==> src/rtl/ysyx_24080014_ifu.sv <==
// rtl/ysyx_24080014_ifu.sv - instruction fetch unit: one AR/R read per PC, valid/ready delivery to decode
module ysyx_24080014_ifu #(
    parameter int ADDR_W  = 32,
    parameter int DATA_W  = 32,
    parameter int TIMEOUT = 255
) (
    input  logic              clk,
    input  logic              rst,
    input  logic [ADDR_W-1:0] pc,
    input  logic              commit_valid,
    output logic [ADDR_W-1:0] araddr,
    output logic              arvalid,
    input  logic              arready,
    input  logic [DATA_W-1:0] rdata,
    input  logic [1:0]        rresp,
    input  logic              rvalid,
    output logic              rready,
    output logic [DATA_W-1:0] inst,
    output logic [ADDR_W-1:0] inst_pc,
    output logic              inst_valid,
    input  logic              inst_ready,
    output logic              fetch_err
);

    typedef enum logic [2:0] {IDLE, SYNC, AR, R, OUT} state_t;

    localparam logic [7:0]        CNT_LAST = 8'(TIMEOUT - 1);
    localparam logic [DATA_W-1:0] NOP      = DATA_W'(32'h00000013);

    state_t            state;
    state_t            state_next;
    logic [ADDR_W-1:0] addr_q;
    logic              addr_lat;
    logic [7:0]        cnt;
    logic              timed_out;
    logic              illegal_event;

    assign timed_out = (state == R) && !rvalid && (cnt == CNT_LAST);

    always_ff @(posedge clk) begin
        if (rst) begin
            state <= AR;
        end else begin
            state <= state_next;
        end
    end

    always_comb begin
        state_next = state;
        case (state)
            IDLE: if (commit_valid) state_next = SYNC;
            SYNC: state_next = AR;
            AR:   if (arready) state_next = R;
            R:    if (rvalid || timed_out) state_next = OUT;
            OUT:  if (inst_ready) state_next = commit_valid ? SYNC : IDLE;
            default: state_next = AR;
        endcase
    end

    // Until the first AR edge latches it, the address is taken straight from pc,
    // so the very first cycle after reset already presents the live PC.
    always_comb begin
        arvalid    = (state == AR);
        rready     = (state == R);
        inst_valid = (state == OUT);
        araddr     = (state == AR && !addr_lat) ? pc : addr_q;
    end

    always_ff @(posedge clk) begin
        if (rst) begin
            addr_q    <= '0;
            addr_lat  <= 1'b0;
            cnt       <= '0;
            inst      <= '0;
            inst_pc   <= '0;
            fetch_err <= 1'b0;
        end else begin
            case (state)
                SYNC: addr_lat <= 1'b0;
                AR: begin
                    if (!addr_lat) begin
                        addr_q   <= pc;
                        addr_lat <= 1'b1;
                    end
                    if (arready) cnt <= '0;
                end
                R: begin
                    if (rvalid) begin
                        inst    <= rdata;
                        inst_pc <= addr_q;
                        if (rresp != 2'b00) fetch_err <= 1'b1;
                    end else begin
                        cnt <= cnt + 8'd1;
                        if (timed_out) begin
                            inst      <= NOP;
                            inst_pc   <= addr_q;
                            fetch_err <= 1'b1;
                        end
                    end
                end
                default: ;
            endcase
        end
    end

    // A commit pulse is only meaningful while waiting in IDLE or handing off in OUT.
    assign illegal_event = commit_valid && (state != IDLE) && (state != OUT);

    always_ff @(posedge clk) begin
        if (!rst) begin
            assert (!illegal_event);
        end
    end

endmodule
==> config.mk <==
export PLATFORM = sky130hd
export DESIGN_NAME = ysyx_24080014_ifu
export DESIGN_NICKNAME = d
export VERILOG_FILES = /design/src/rtl/ysyx_24080014_ifu.sv
export SDC_FILE = /design/constraint.sdc
export NUM_CORES = 1
export LEC_CHECK = 0
export BUFFER_PORTS_ARGS = -buffer_cell sky130_fd_sc_hd__clkbuf_2
export CELL_PAD_IN_SITES_DETAIL_PLACEMENT = 1
export CELL_PAD_IN_SITES_GLOBAL_PLACEMENT = 1
export CORE_MARGIN = 5
export CORE_UTILIZATION = 36
export CTS_BUF_LIST = sky130_fd_sc_hd__clkbuf_4
export DETAILED_ROUTE_END_ITERATION = 6
export GPL_ROUTABILITY_DRIVEN = 0
export PLACE_DENSITY = 0.85
export SKIP_CTS_REPAIR_TIMING = 1
export SLEW_MARGIN = 0
export SYNTH_ARGS = -nofsm -noshare
export SYNTH_HDL_FRONTEND = slang
export SYNTH_SLANG_ARGS = --single-unit
==> constraint.sdc <==
create_clock -name clk -period 2.2 [get_ports clk]
set_input_delay 0.22 -clock clk [delete_from_list [all_inputs] [get_ports clk]]
set_output_delay 0.22 -clock clk [all_outputs]
set_load 0.01 [all_outputs]
==> key figures, run 1 <==
Logic synthesis
  • Synth Cell Area: 0.00428 sq mm
  • Yosys warning total: 0
  • Seq cells post-synth: 109
  • Syn avg cell area: roughly 9.1 sq um
  • Prevailing post-synth register cell: dfxtp_1
  • Number of synthesized flops with an enable pin: 0
  • Post-synthesis sequential area ratio: between 50% and 60%
  • Count of cell types in the netlist: 47
  • Net Count, Synth: 543
  • Post-Syn Instances: around 470
  • Synth async-reset ratio: 0%

Route
  • Antenna Violating Nets Remaining: 0
  • Post-route DRC: 0
  • Detailed-route via count: approximately 4,300
  • Met3 WL: between 1 and 1.5 mm
  • Vias/cell: approximately 5.3
  • DR pass1 iterations: 4
  • WL final: 16.1 mm
  • Met2 wire len: around 8.3 mm
  • Max Used Layer: met4
  • Wirelength per Cell: 19.8 microns
  • Wl on met1: 6.28 mm
  • Iteration-0 DRC Markers: about 270

CTS
  • TritonCTS clock tree: done
  • CTS max path bufs: 2
  • Clk pin slew, worst setup/hold paths: about 0.16 ns
  • Root buffer cell: clkbuf_4
  • Clock latency on the worst-skew pair: between 0.4 and 0.5 ns
  • CTS Sinks: between 100 and 150
  • H-tree depth: 3
  • Num CTS Buffers: 9

Setup path
  • Setup CP Type: reg2out
  • Critical Path RT: 1.98 ns
  • Worst-path fanout max: 8
  • CP top delay family: buffers and inverters
  • Worst path bufs/invs: 3
  • Crit path top cell by count: buf_6
  • Slowest cell on the critical path: dfxtp_2
  • CP arrival: 2.02 ns
  • Worst setup SP type: flop
  • Critical Path, Cell by Cell: nand2b_4, nor3_4, buf_6, clkbuf_16, mux2_4, buf_6
  • CP endpoint kind: primary output
  • CP peak stage delay: roughly 0.37 ns

Timing
  • Worst-Margin Slew: 0.803 ns
  • Peak Freq: about 0.45 GHz
  • Final setup TNS: -0.410 ns
  • Endpoints failing setup: 18
  • Final worst setup slack: -0.0357 ns
  • Final hold vios: 0
  • Max Slew Vio Count: 0
  • Slew margin rel.: a little under half
  • Worst hold slack: 0.0843 ns
  • Final Skew: around 0.015 ns
  • RSZ-0062 raised after global routing: yes
  • Min Tclk post-route: around 2.2 ns
  • Period Utilization, post-route: 102%

Worst hold path
  • Worst Hold Class: in2reg

Floorplan
  • Chip width: ~120 microns
  • Row count: 39
  • Die area: 0.0142 sq mm
  • Die Ht: 119 microns
  • Initial Util: around 37%
  • Core area: around 0.012 sq mm
  • IO Count: between 150 and 200

Global route
  • Initial antenna violation count: 0
  • Pin count of the biggest net entering global routing: 77
  • First-pass GRT wire length: ~22 mm
  • GR Util All Layers: about a fifth
  • Vias in the first global route: approximately 4,300
  • Gr ovfl total: 0

Place
  • Port Buffers: between 150 and 200
  • Detailed Place HPWL: roughly 10 mm
  • Cells after DPL: ~760

Run
  • Number of max-cap violations: 0

Status
  • Status: finished, violations left
  • Violations in the final reports: setup timing

Finish
  • # diodes: 0
  • Area grow syn2layout: 44.5%
  • Post-layout net count: roughly 740
  • Share of cells above drive strength 1: between 30% and 40%
  • Fin cells: slightly above 800
  • Final Util: between 50% and 60%

Power
  • VDD IR max: approximately 0.0004 V
  • Leak: around 2.6 nW
  • Power Density: 750 mW/mm^2
  • Overall Power: between 4 and 5 mW
registers in the layout, summed over array words and instances (netlist names):
name,count
cnt,8
state,3
addr_lat,1
inst,32
addr_q,32
fetch_err,1
inst_pc,32
worst min-delay path, stage by stage:
cell	delay [ns]
clkbuf_2	0.08
nor2_1	0.04
nand2_1	0.06
a31oi_1	0.08
nor2_1	0.07
kinds of logic after synthesis:
family                   count (synthesis)  synth area share, %
multiplexers                            32                 8.42
XOR/XNOR                                 4                0.818
flip-flops                             109                 51.0
buffers and inverters                   42                 4.68
AO/OA/AOI/OAI                          148                 18.5
adder cells (fa/ha/maj)                  2                0.584
AND/OR/NAND/NOR                        132                 16.1
power breakdown:
group          internal (mW)  switching, mW
clock network          0.493          0.668
registers               2.09         0.0885
logic                  0.682          0.614
cell usage in the layout (no fill, tap or decap), types with 3 or more instances in the layout:
cell type,n
a21oi_1,70
buf_12,3
buf_4,14
buf_6,31
clkbuf_2,141
clkbuf_4,11
dfxtp_1,106
dlygate4sd3_1,32
mux2_4,31
nand2_1,34
nand2b_1,3
nand3_1,34
nor2_1,11
nor2b_1,33
nor3_1,4
o21ai_0,63
cell usage after synthesis (2+ instances only):
master	count	area [sq um]
buf_2	6	30.0
a211oi_1	2	15.0
o21ai_0	63	315
nand3_1	34	170
buf_4	7	52.6
xnor2_1	2	17.5
a21oi_1	70	350
ha_1	2	25.0
inv_1	2	7.51
nand2_1	34	128
mux2_2	27	304
buf_1	3	11.3
nor3_1	4	20.0
nor2b_1	34	213
dfxtp_1	109	2180
mux2_1	5	56.3
nor2_1	11	41.3
nand2b_1	4	25.0
clkbuf_1	21	78.8
xor2_1	2	17.5
final cells by class:
| class | count | area, sq um |
|---|---|---|
| Clock inverter | 5 | 83.8 |
| Tap cell | 143 | 179 |
| Clock buffer | 11 | 82.6 |
| Multi-Input combinational cell | 318 | 2050 |
| Sequential cell | 109 | 2190 |
| Inverter | 3 | 11.3 |
| Fill cell | 1335 | 5330 |
| Timing Repair Buffer | 223 | 1590 |
per-layer routing:
layer  vias up  GRT usage [%]
met5         -              0
met2       139           33.0
met3        22           5.78
met4         0           7.24
met1      2096           21.4
li1       2026              -
through the flow:
step	setup WS [ns]	instance area [sq um]
floorplan	0.588	4280
global placement	0.462	5270
detailed placement	0.386	5270
CTS	-0.180	5440
global route	-0.128	6190
finish	-0.0357	6190
path summary, 6_finish.rpt:
check	to	start	slack [ns]	depth (start not counted)
setup / recovery	araddr[30]	state[2]	-0.04	6
hold / removal	fetch_err	rresp[1]	0.08	5
setup reg to reg	inst_pc[21]	cnt[3]	0.47	5
hold reg to reg	inst_pc[27]	addr_q[27]	0.49	2
(Power assumes the default switching activity.)
==> run 2, diff against run 1 <==
--- a/config.mk
+++ b/config.mk
@@ -13,6 +13,7 @@
 export CTS_BUF_LIST = sky130_fd_sc_hd__clkbuf_4
 export DETAILED_ROUTE_END_ITERATION = 6
 export GPL_ROUTABILITY_DRIVEN = 0
+export GPL_TIMING_DRIVEN = 0
 export PLACE_DENSITY = 0.85
 export SKIP_CTS_REPAIR_TIMING = 1
 export SLEW_MARGIN = 0
==> run 2 against run 1 <==
Against the previous run: cell count rose by 2.1%; highest routed layer unchanged; critical path type unchanged; largest power group unchanged; clock power barely moved; sequential cell count did not move; the run ends with hold timing, setup timing left; worst setup slack improved by 0.0088 ns; global-route usage rose by 1.3 points.
==> key figures, run 2 (synthesis gave the netlist of run 1 again) <==
CTS
  • CTS max path bufs: 2 (unchanged)
  • TritonCTS clock tree: done (unchanged)
  • CTS Sinks: 109 (unchanged)
  • Clock latency on the worst-skew pair: 0.47 ns (was 0.48 ns)
  • Clk pin slew, worst setup/hold paths: 0.17 ns (was 0.16 ns)
  • H-tree depth: 3 (unchanged)
  • Root buffer cell: clkbuf_4 (unchanged)
  • Num CTS Buffers: 9 (unchanged)

Status
  • Status: finished, violations left (unchanged)
  • Violations in the final reports: hold timing, setup timing (was setup timing)

Global route
  • Gr ovfl total: 0 (unchanged)
  • Vias in the first global route: 4,497 (was 4,282)
  • First-pass GRT wire length: 23.1 mm (was 21.7 mm)
  • Initial antenna violation count: 0 (unchanged)
  • Pin count of the biggest net entering global routing: 19 (was 77)
  • GR Util All Layers: 20.1% (was 18.8%)

Power
  • NetSw: 1.33 mW (was 1.37 mW)
  • Comb pwr share: 23.7% (was 27.9%)
  • Leak: 2.47 nW (was 2.64 nW)
  • Overall Power: 4.37 mW (was 4.64 mW)
  • Clk pwr share: 26.7% (was 25.0%)
  • Internal: 3.04 mW (was 3.27 mW)
  • Sequential share of power: 49.6% (was 47.0%)
  • VDD IR max: 0.000376 V (was 0.000399 V)
  • Power Density: 746 mW/mm^2 (was 750 mW/mm^2)
  • Switching Share: 30.4% (was 29.5%)

Route
  • Iteration-0 DRC Markers: 221 (was 271)
  • Vias/cell: 5.12 (was 5.27)
  • Wirelength per Cell: 18.6 microns (was 19.8 microns)
  • Antenna Violating Nets Remaining: 0 (unchanged)
  • Detailed-route via count: 4,247 (was 4,283)
  • WL final: 15.4 mm (was 16.1 mm)
  • DR pass1 iterations: 5 (was 4)
  • Post-route DRC: 0 (unchanged)

Worst hold path
  • Worst Hold Class: in2reg (unchanged)
  • Hold path endpoint: inst[4] (was fetch_err)
  • Worst Hold Launch: rdata[4] (was rresp[1])
  • Worst hold stages: 3 (was 5)

Timing
  • Period Utilization, post-route: 101% (was 102%)
  • Min Tclk post-route: 2.23 ns (was 2.24 ns)
  • Final setup TNS: -0.202 ns (was -0.410 ns)
  • Max Slew Vio Count: 0 (unchanged)
  • Endpoints failing setup: 13 (was 18)
  • Worst hold slack: -0.0152 ns (was 0.0843 ns)
  • Final hold vios: 1 (was 0)
  • Final Skew: 0.0120 ns (was 0.0146 ns)
  • Final worst setup slack: -0.0269 ns (was -0.0357 ns)
  • Slew margin rel.: 61.5% (was 46.5%)
  • Worst-Margin Slew: 0.577 ns (was 0.803 ns)
  • Peak Freq: 0.449 GHz (was 0.447 GHz)
  • RSZ-0062 raised after global routing: yes (unchanged)

Place
  • Detailed Place HPWL: 11.2 mm (was 10.0 mm)
  • Port Buffers: 171 (unchanged)
  • Post-DP Area: 0.00532 sq mm (was 0.00527 sq mm)
  • Cells after DPL: 783 (was 756)

Finish
  • Most common cell after layout, fill and taps aside: clkbuf_2 (unchanged)
  • Sequential cell area: 0.00219 sq mm (about the same)
  • Design area: 0.00586 sq mm (was 0.00619 sq mm)
  • Filler Cell Count: 1,399 (was 1,335)
  • Area grow syn2layout: 36.9% (was 44.5%)
  • Biggest regs: addr_q (32), inst (32), inst_pc (32) (unchanged)
  • # diodes: 0 (unchanged)
  • Post-layout net count: 755 (was 738)
  • Share of cells above drive strength 1: 35.4% (was 37.7%)
  • Multi-input gate area: 0.00194 sq mm (was 0.00205 sq mm)
  • Commonest cells after routing, fill and taps aside: clkbuf_2, dfxtp_1, a21oi_1 (unchanged)
  • Fin cells: 829 (was 812)

Floorplan
  • Chip width: 119 microns (unchanged)
  • Initial Util: 37.2% (unchanged)
  • Die Ht: 119 microns (unchanged)
  • IO Count: 172 (unchanged)
  • Die area: 0.0142 sq mm (unchanged)
  • Row count: 39 (unchanged)
  • Core area: 0.0115 sq mm (unchanged)

Setup path
  • R2R cell count: 6 (was 5)
  • Reg2reg setup slack: 0.19 ns (was 0.47 ns)
  • CP endpoint kind: primary output (unchanged)
  • Setup CP Type: reg2out (unchanged)
  • Critical Path RT: 1.98 ns (about the same)
  • Worst r2r dst: inst_pc[7] (was inst_pc[21])
  • Reg-to-reg startpoint: cnt[0] (was cnt[3])
  • Worst setup SP type: flop (unchanged)
  • Worst-path fanout max: 10 (was 8)
  • CP arrival: 2.01 ns (was 2.02 ns)

Run
  • Number of max-cap violations: 0 (unchanged)
[run 2: cell types whose count changed in the layout (fill, tap and decap cells not counted), moves of 6 or more]
cell	before	now
clkbuf_2	141	170
buf_2	0	6
mux2_2	1	24
buf_6	31	3
buf_4	14	6
mux2_4	31	6
clkbuf_1	0	21
[run 2: how the worst max path moves through the flow]
stage	cells after the start	slack (ns)	end	startpoint
floorplan	5	0.59	addr_q[4]	state[1]
global placement	6	0.03	inst_pc[4]	cnt[0]
detailed placement	6	-0.07	inst_pc[7]	cnt[0]
CTS	5	-0.43	araddr[21]	state[1]
global route	6	-0.12	araddr[14]	state[2]
finish	6	-0.03	araddr[14]	state[2]
[run 2: through the flow]
step	utilization [%]	worst slack, ns
6_report	50.9	-0.0269
3_3_place_gp	46.2	0.0334
3_5_place_dp	46.2	-0.0734
2_1_floorplan	-	0.588
4_1_cts	47.6	-0.428
5_1_grt	50.9	-0.121
[run 2: worst max-delay path, stage by stage (launching register included)]
cell      delay (ns)
dfxtp_2         0.37
nand2b_4        0.16
nor3_4          0.19
buf_6           0.16
buf_6           0.17
mux2_2          0.36
clkbuf_2        0.13
[run 2: layout make-up]
class	count	area share (%)
Buffer	38	3.54
Sequential cell	109	37.3
Timing Repair Buffer	202	19.9
Inverter	3	0.192
Multi-Input combinational cell	318	33.2
Clock inverter	7	1.67
Tap cell	143	3.05
Clock buffer	9	1.15
[run 2: metal layers]
layer	wire (microns)	GRT usage, %	vias up
met5	0	0	-
met2	7880	35.9	141
met4	369	6.88	0
li1	-	-	2057
met3	954	6.21	27
met1	6190	22.7	2022
[run 2: power groups by stage]
stage               combinational, mW  clock (mW)  sequential [mW]
floorplan                       0.540           0             2.20
CTS                             0.944        1.19             2.16
detailed placement              0.937           0             2.21
global placement                0.900           0             2.20
finish                           1.04        1.17             2.17
global route                     1.13        1.26             2.18
